`src/rtl/baud_tick_gen_pkg.sv`:
```
// Shared baud definitions: select codes, rate table and the phase-increment helper used by
// the tick generator, the tx/rx shifters and their benches.
package baud_tick_gen_pkg;

   typedef enum logic [2:0] {
      BAUD_300    = 3'b000,
      BAUD_1200   = 3'b001,
      BAUD_4800   = 3'b010,
      BAUD_9600   = 3'b011,
      BAUD_19200  = 3'b100,
      BAUD_38400  = 3'b101,
      BAUD_57600  = 3'b110,
      BAUD_115200 = 3'b111
   } baud_sel_e;

   typedef enum logic {
      ST_IDLE = 1'b0,
      ST_RUN  = 1'b1
   } gen_state_e;

   localparam int unsigned BAUD_RATE [8] = '{300, 1200, 4800, 9600, 19200, 38400, 57600, 115200};

   // round(rate * os * 2^acc_w / clk_hz), all in 64-bit so the 115200 x16 x2^24 product fits.
   function automatic longint unsigned inc_for(input longint unsigned rate,
                                               input longint unsigned clk_hz,
                                               input longint unsigned os,
                                               input int unsigned     acc_w);
      longint unsigned num;
      num = (rate * os) << acc_w;
      return (num + (clk_hz >> 1)) / clk_hz;
   endfunction

endpackage

```
`src/rtl/baud_tick_gen_phase_acc.sv`:
```
// Fractional phase accumulator: adds inc every running cycle and registers the carry-out,
// which becomes the sample tick. wrap is the carry about to be registered this edge.
module baud_phase_acc #(
   parameter int unsigned ACC_W = 24
) (
   input  logic             clk,
   input  logic             reset,
   input  logic [ACC_W-1:0] inc,
   input  logic             clear,
   input  logic             run,
   output logic             carry,
   output logic             wrap
);

   logic [ACC_W-1:0] acc_q, acc_d;
   logic             carry_q, carry_d;
   logic [ACC_W:0]   sum;

   always_comb begin
      sum     = {1'b0, acc_q} + {1'b0, inc};
      acc_d   = acc_q;
      carry_d = 1'b0;
      if (clear) begin
         acc_d = '0;
      end else if (run) begin
         acc_d   = sum[ACC_W-1:0];
         carry_d = sum[ACC_W];
      end
   end

   always_ff @(posedge clk or posedge reset) begin
      if (reset) begin
         acc_q   <= '0;
         carry_q <= 1'b0;
      end else begin
         acc_q   <= acc_d;
         carry_q <= carry_d;
      end
   end

   assign carry = carry_q;
   assign wrap  = carry_d;

endmodule

```
`src/rtl/baud_tick_gen.sv`:
```
// Shared UART baud divider: one phase accumulator yields oversampled, mid-bit and bit ticks;
// rx re-phases it with sync, and baud changes only take effect on a bit boundary.
module baud_tick_gen
   import baud_tick_gen_pkg::*;
#(
   parameter int unsigned CLK_HZ     = 100_000_000,
   parameter int unsigned OVERSAMPLE = 16,
   parameter int unsigned ACC_W      = 24
) (
   input  logic                          clk,
   input  logic                          reset,
   input  logic                          enable,
   input  logic [2:0]                    baud_select,
   input  logic                          sync,
   output logic                          sample_tick,
   output logic                          mid_tick,
   output logic                          bit_tick,
   output logic [$clog2(OVERSAMPLE)-1:0] sample_idx
);

   localparam int unsigned IDX_W = $clog2(OVERSAMPLE);
   localparam logic [IDX_W-1:0] IDX_LAST = IDX_W'(OVERSAMPLE - 1);
   localparam logic [IDX_W-1:0] IDX_MID  = IDX_W'(OVERSAMPLE / 2);

   logic [ACC_W-1:0] inc_tbl [8];

   for (genvar gi = 0; gi < 8; gi++) begin : g_inc
      localparam longint unsigned INC_G =
         inc_for(64'(BAUD_RATE[gi]), 64'(CLK_HZ), 64'(OVERSAMPLE), ACC_W);
      if ((INC_G < 64'd1) || (INC_G >= (64'd1 << ACC_W))) begin : g_bad
         $error("baud_tick_gen: phase increment for code %0d out of range", gi);
      end
      assign inc_tbl[gi] = INC_G[ACC_W-1:0];
   end

   gen_state_e       state_q, state_d;
   baud_sel_e        active_sel_q, active_sel_d;
   baud_sel_e        pend_sel_q, pend_sel_d;
   logic [IDX_W-1:0] idx_q, idx_d;
   logic             run_en;
   logic             carry;
   logic             wrap;

   // sync and a falling enable both clear the accumulator on the same edge, so neither ticks.
   assign run_en = (state_q == ST_RUN) && enable && !sync;

   baud_phase_acc #(.ACC_W(ACC_W)) u_acc (
      .clk   (clk),
      .reset (reset),
      .inc   (inc_tbl[active_sel_q]),
      .clear (!run_en),
      .run   (run_en),
      .carry (carry),
      .wrap  (wrap)
   );

   always_comb begin
      state_d      = state_q;
      active_sel_d = active_sel_q;
      pend_sel_d   = pend_sel_q;
      idx_d        = idx_q;
      case (state_q)
         ST_IDLE: begin
            active_sel_d = baud_sel_e'(baud_select);
            pend_sel_d   = baud_sel_e'(baud_select);
            idx_d        = '0;
            if (enable) state_d = ST_RUN;
         end
         ST_RUN: begin
            pend_sel_d = baud_sel_e'(baud_select);
            if (!enable) begin
               state_d = ST_IDLE;
               idx_d   = '0;
            end else if (sync) begin
               idx_d        = '0;
               active_sel_d = pend_sel_q;
            end else if (wrap) begin
               idx_d = idx_q + 1'b1;
               // Rate switch lands exactly on the bit boundary.
               if (idx_q == IDX_LAST) active_sel_d = pend_sel_q;
            end
         end
         default: state_d = ST_IDLE;
      endcase
   end

   always_ff @(posedge clk or posedge reset) begin
      if (reset) begin
         state_q      <= ST_IDLE;
         active_sel_q <= BAUD_300;
         pend_sel_q   <= BAUD_300;
         idx_q        <= '0;
      end else begin
         state_q      <= state_d;
         active_sel_q <= active_sel_d;
         pend_sel_q   <= pend_sel_d;
         idx_q        <= idx_d;
      end
   end

   assign sample_tick = carry;
   assign bit_tick    = carry && (idx_q == '0);
   assign mid_tick    = carry && (idx_q == IDX_MID);
   assign sample_idx  = idx_q;

endmodule

```
`config.mk`:
```
export PLATFORM = sky130hd
export DESIGN_NAME = baud_tick_gen
export DESIGN_NICKNAME = d
export VERILOG_FILES = /design/src/rtl/baud_tick_gen_pkg.sv /design/src/rtl/baud_tick_gen_phase_acc.sv /design/src/rtl/baud_tick_gen.sv
export SDC_FILE = /design/constraint.sdc
export NUM_CORES = 1
export LEC_CHECK = 0
export CAP_MARGIN = 10
export CELL_PAD_IN_SITES_DETAIL_PLACEMENT = 0
export CELL_PAD_IN_SITES_GLOBAL_PLACEMENT = 1
export CORE_ASPECT_RATIO = 0.9
export CORE_MARGIN = 2
export CORE_UTILIZATION = 40
export DETAILED_ROUTE_END_ITERATION = 12
export GPL_TIMING_DRIVEN = 0
export HOLD_SLACK_MARGIN = 0.03
export PLACE_DENSITY_LB_ADDON = 0.1
export SYNTH_ARGS = -nofsm -noshare
export SYNTH_HDL_FRONTEND = slang
export SYNTH_HIERARCHICAL = 1
export SYNTH_SLANG_ARGS = --single-unit
```
`constraint.sdc`:
```
create_clock -name clk -period 10.35 [get_ports clk]
set_input_delay 1.035 -clock clk [delete_from_list [all_inputs] [get_ports clk]]
set_output_delay 1.035 -clock clk [all_outputs]
set_load 0.01 [all_outputs]
```
==> results of run 1 <==
-- how the worst max path moves through the flow --
| stage | start | end | slack, ns |
|---|---|---|---|
| global route | active_sel_q[0] | active_sel_q[0] | 6.05 |
| CTS | active_sel_q[0] | active_sel_q[0] | 6.33 |
| finish | active_sel_q[0] | active_sel_q[0] | 6.35 |
| detailed placement | active_sel_q[0] | active_sel_q[0] | 6.37 |
| floorplan | active_sel_q[0] | active_sel_q[0] | 6.99 |
| global placement | active_sel_q[0] | active_sel_q[0] | 6.33 |
-- power by group --
part	total (mW)	leakage [nW]	internal, mW	switching [mW]
logic	0.114	1.03	0.0445	0.0699
clock network	0.109	0.0404	0.0478	0.0611
registers	0.147	0.484	0.143	0.00362
-- worst min-delay path, cell delays in order, from the launching register on --
cell and delay [ns]:
dfrtp_1 0.36, nand2_1 0.05, o31ai_1 0.05
-- state kept, by name, summed over array words and instances, names as in the netlist --
register / flops
active_sel_q: 3
pend_sel_q: 3
sample_idx: 4
state_q: 1
u_acc/acc_q: 24
u_acc/carry: 1
-- cells in the mapped netlist (all sizes together) (2+ instances only) --
master / n / share of area
nor2: 40 / 0.049
dfrtp: 36 / 0.29
ha: 34 / 0.14
o21ai: 33 / 0.055
nand2: 32 / 0.040
a21oi: 29 / 0.053
inv: 14 / 0.017
xnor2: 12 / 0.034
mux2i: 11 / 0.036
a21o: 9 / 0.024
nand3: 9 / 0.016
a211oi: 7 / 0.021
a31oi: 6 / 0.014
clkbuf: 6 / 0.0073
xor2: 6 / 0.017
buf: 5 / 0.016
nand2b: 5 / 0.010
nor3: 5 / 0.0081
and2: 4 / 0.0081
and3: 4 / 0.010
nor2b: 4 / 0.0081
o22ai: 4 / 0.010
o31ai: 4 / 0.016
nand4: 3 / 0.0061
o211ai: 3 / 0.0073
o21bai: 3 / 0.0073
a221o: 2 / 0.0065
a2bb2oi: 2 / 0.0057
nand3b: 2 / 0.0049
nor4bb: 2 / 0.0065
-- layout make-up --
class	count	area share
buffer	11	0.02098
clock buffer	5	0.01990
clock inverter	3	0.006874
inverter	14	0.01520
multi-input combinational	295	0.5962
sequential	36	0.2605
tap	96	0.03473
timing repair buffer	14	0.04559
-- logic make-up after synthesis --
family,count (synthesis)
AND/OR/NAND/NOR,116
AO/OA/AOI/OAI,110
flip-flops,36
adder cells (fa/ha/maj),35
buffers and inverters,25
XOR/XNOR,18
multiplexers,11
other,1
-- per-stage QoR --
step | setup WS, ns | power [mW] | hold slack (ns) | cells
3_5_place_dp | 6.368 | 0.2641 | 0.4799 | 465
3_3_place_gp | 6.326 | 0.2639 | 0.4654 | 465
5_1_grt | 6.054 | 0.3964 | 0.5161 | 474
4_1_cts | 6.335 | 0.3751 | 0.4986 | 473
2_1_floorplan | 6.990 | 0.2384 | 0.4526 | 356
6_report | 6.346 | 0.3703 | 0.4926 | 474
-- routing by layer --
layer  up-vias  GRT usage  part of all wire
met2        21     0.2929              0.45
li1       1316          -                 -
met4         0    0.04994             0.012
met1      1167     0.2634              0.52
met5         -          0                 0
met3         8    0.02597             0.024
==> impl_metrics.ini, run 1 <==
[setup_path]
reg2reg_depth = 16
crit_chain = inv_1 -> ha_1 -> inv_1 -> a21oi_1 -> ha_1 -> fa_1 -> a211oi_1 -> o21ai_1 -> nand3_1 -> nand2_1 -> o22ai_2 -> o211ai_1 -> and3_1 -> nand4_1 -> a31oi_1 -> o2bb2a_1
required_ns = 10.54
rr_endpoint = active_sel_q[0]
critPathKind = register to register
start_kind = register
r2r-start = active_sel_q[0]
critPathSlowestCell = dfrtp_1
worstPathArrival_ns = 4.19
slowest_delay_ns = 0.53
crit_buf_inv = 2
critical-path-top-delay-family = compound AO/OA/AOI/OAI gates
crit_path_max_fanout = 9
rrSetupSlack_ns = 6.35
path_depth = 16
cp-end-kind = register

[placement]
post_dp_cell_area_um2 = 3338
finalWeightedCongestion = 0.8550
io_buffers = 13
dpl.hpwl_mm = 5.545

[final_layout]
final_cell_mix = nor2_1 (40), dfrtp_1 (36), ha_1 (34), nand2_1 (31), a21oi_1 (26)
syn_to_final_growth_pct = 12.54
finish.utilization = 0.4607
diodes = 0
multiInputGateArea_um2 = 2062
final_common_cell = nor2_1
nFillCells = 770
drive_above_1_share = 0.08201
fin_nets = 419
final_area_um2 = 3458
regArea_um2 = 900.9

[route]
wl_mm = 7.222
wl_per_cell_um = 15.24
drtPass1Iterations = 4
drc = 0
drtIter0Drc = 111
via_per_inst = 5.300
vias = 2512
ant_nets = 0

[yosys]
ys_seq_elements = 36
yosys.area_share.xor_xnor = 0.05130
synth_top_family_by_area = compound AO/OA/AOI/OAI gates
yosysSeqAreaShare = 0.2932
synth_area_per_cell_um2 = 8.730
ys_warn_count = 6
synthArstFlopShare = 1.000
synth_edf_count = 0
synthSimpleGateAreaFrac = 0.1881
syn-cell-area_um2 = 3073
netlist_instances = 352
synth_mux_area_frac = 0.03583
synth_compound_area_frac = 0.2447
ys_dominant_reg_cell = dfrtp_1
synth_fa_ha_area_frac = 0.1450
ys_types = 61

[global_routing]
grt_start_max_net_pins = 26
gr-total-overflow = 0
antenna_found_initial = 0
grt_pass1_wl_mm = 11.95
grt_use_total = 0.1848
first_global_vias = 2365

[pwr]
p_leak_nw = 1.557
vdd_ir_drop_max_v = 0.00005195
p_per_area_nw_per_um2 = 107.1

[sta]
slew_headroom = 0.5325
finalSetupTns_ns = 0
finalCritPeriodShare = 0.3869
fmax_ghz = 0.2497
setup_violations = 0
clock_skew_ns = 0.008621
hold_viol = 0
rsz0062_at_grt = false
tightest_slew_ns = 0.7013
timing_max_transition_violations_final = 0
fin_crit_ns = 4.004

[floorplan]
fp.dieArea_um2 = 8400
die_h_um = 87.15
start_util = 0.4093
num_rows = 30
fp.dieW_um = 96.39
ios = 14
core_area_um2 = 7507

[clock_network]
cts_buffer_depth = 2
post_cts_buffers = 0
ctsResizeCount = 0
cts_max_level = 2
cts_hold_buffers = 0
cts_root_buf = clkbuf_8
clkTransAtPathRegs_ns = 0.08
cts_sinks = 36
insertion_delay_ns = 0.30
tritoncts = done
cts_buffers = 5

[hold_path]
worstHoldEndpoint = u_acc/acc_q[14]
min_path_type = register to register
whs_path_depth = 2
hold_start = u_acc/acc_q[14]

[outcome]
status = completed

[run]
drv_cap = 0
Note: power is estimated with default switching activity, not from simulation.
==> run 2: changes to the inputs <==
==> constraint.sdc (replaced) <==
create_clock -name clk -period 3.63 [get_ports clk]
set_input_delay 0.363 -clock clk [delete_from_list [all_inputs] [get_ports clk]]
set_output_delay 0.363 -clock clk [all_outputs]
set_load 0.01 [all_outputs]
==> impl_metrics.ini, run 2 (synthesis results as in run 1) <==
[outcome]
status = completed

[floorplan]
core_area_um2 = 7507
fp.dieArea_um2 = 8400
die_h_um = 87.15
num_rows = 30
start_util = 0.4093
ios = 14
fp.dieW_um = 96.39

[clock_network]
insertion_delay_ns = 0.30
tritoncts = done
clkTransAtPathRegs_ns = 0.08
cts_root_buf = clkbuf_8
cts_hold_buffers = 0
cts_buffer_depth = 2
cts_sinks = 36
cts_max_level = 2
cts_buffers = 5

[pwr]
p_leak_nw = 1.557
vdd_ir_drop_max_v = 0.0001484
p_per_area_nw_per_um2 = 302.7
p_total_mw = 1.064

[setup_path]
critPathLaunch = active_sel_q[1]
critPathSlowestCell = dfrtp_2
r2r-start = active_sel_q[1]
slowest_delay_ns = 0.46
critPathKind = register to register
worstPathArrival_ns = 3.63
required_ns = 3.82
start_kind = register
cp-end-kind = register
crit_chain = inv_2 -> ha_1 -> inv_1 -> a21oi_1 -> ha_2 -> fa_2 -> a211oi_4 -> o21ai_2 -> nand3_1 -> nand2_2 -> o22ai_4 -> o211ai_1 -> and3_2 -> nand4_1 -> a31oi_2 -> o2bb2a_1
crit_path_max_fanout = 6

[global_routing]
first_global_vias = 2382
grt_use_total = 0.1865
gr-total-overflow = 0
grt_pass1_wl_mm = 12.07
antenna_found_initial = 0
grt_start_max_net_pins = 26

[final_layout]
final_common_cell = nor2_1
final_cell_mix = nor2_1 (40), dfrtp_1 (34), ha_1 (33), nand2_1 (30), a21oi_1 (26)
syn_to_final_growth_pct = 14.37
fin_nets = 421
diodes = 0
drive_above_1_share = 0.1158
largest_register = u_acc/acc_q
largest_reg_flops = 24

[sta]
setup_violations = 0
slew_headroom = 0.5326
fin_crit_ns = 3.446
timing_max_transition_violations_final = 0
hold_viol = 0
fmax_ghz = 0.2902
tightest_slew_ns = 0.7011
clock_skew_ns = 0.007344
holdWs_ns = 0.3560
finalCritPeriodShare = 0.9494

[placement]
dpl.hpwl_mm = 5.545
io_buffers = 13
finalWeightedCongestion = 0.8550

[route]
drtIter0Drc = 107
wl_met3_um = 178
drc = 0
wl_per_cell_um = 15.53
wl_met1_mm = 3.790
ant_nets = 0
route.met2.wl_mm = 3.339
routed.top_layer = met4
wl_mm = 7.393
vias = 2536
via_per_inst = 5.328
drtPass1Iterations = 4

[hold_path]
min_path_type = input pin to async pin

[run]
drv_cap = 0
run 2: cell types whose count changed in the layout (fill, tap and decap cells not counted), moves of 2 or more:
cell,before,now
inv_2,0,2
buf_4,0,2
dfrtp_2,0,2
dfrtp_1,36,34
inv_1,14,12
run 2: path summary, 6_finish.rpt:
kind / to / slack (ns) / cells past startpoint
worst max-delay path: active_sel_q[0] / 0.18 / 16
worst min-delay path: u_acc/acc_q[0] / 0.36 / 2
worst max register to register: active_sel_q[0] / 0.18 / 16
worst min register to register: u_acc/acc_q[14] / 0.49 / 2
max in group asynchronous: u_acc/acc_q[7] / 2.84 / 3
min in group clk: u_acc/acc_q[14] / 0.49 / 2
run 2: what timing repair did:
action	4_1_cts	5_1_grt
setup buffers	2	0
pin swaps	1	0
setup endpoints to repair	7	3
gates resized for setup	5	8
run 2: area by class of cell:
class / count / area [µm²]
timing repair buffer: 16 / 172.7
sequential: 36 / 903.4
inverter: 14 / 52.55
fill: 767 / 3993
clock buffer: 5 / 68.82
multi-input combinational: 295 / 2101
clock inverter: 3 / 23.77
buffer: 11 / 72.57
tap: 96 / 120.1
run 2: per-stage QoR:
step                setup WS (ns)    util  setup TNS, ns  cells  instance area, µm²
floorplan                  0.2695       -              0    356                3088
global placement          -0.3945  0.4447         -1.233    465                3338
detailed placement        -0.3516  0.4447        -0.9135    465                3338
CTS                       0.01710  0.4610              0    475                3461
global route             -0.02019  0.4682       -0.02019    476                3515
finish                     0.1837  0.4682              0    476                3515
run 2: critical path: cells and delay by family, from the launching register on:
family,cells,cell delay [ns]
compound gates,7,1.16
fa+ha+maj,3,0.89
simple gates,4,0.66
flops,1,0.46
buf+inv,2,0.19
run 2: power by group:
part	leakage [nW]	internal [mW]	switching, mW
registers	0.483	0.410	0.00806
clock network	0.0404	0.136	0.173
logic	1.03	0.130	0.206
run 2: per-layer routing:
| layer | vias up | track usage |
|---|---|---|
| met2 | 29 | 0.2961 |
| met3 | 8 | 0.02597 |
| met5 | - | 0 |
| met1 | 1179 | 0.2656 |
| li1 | 1320 | - |
| met4 | 0 | 0.04994 |
==> run 3: changes to the inputs <==
--- a/config.mk
+++ b/config.mk
@@ -12,6 +12,7 @@
 export CORE_MARGIN = 2
 export CORE_UTILIZATION = 40
 export DETAILED_ROUTE_END_ITERATION = 12
+export GPL_ROUTABILITY_DRIVEN = 0
 export GPL_TIMING_DRIVEN = 0
 export HOLD_SLACK_MARGIN = 0.03
 export PLACE_DENSITY_LB_ADDON = 0.1
==> results of run 3 <==
No change in the layout: final DEF, timing and power equal those of run 2.
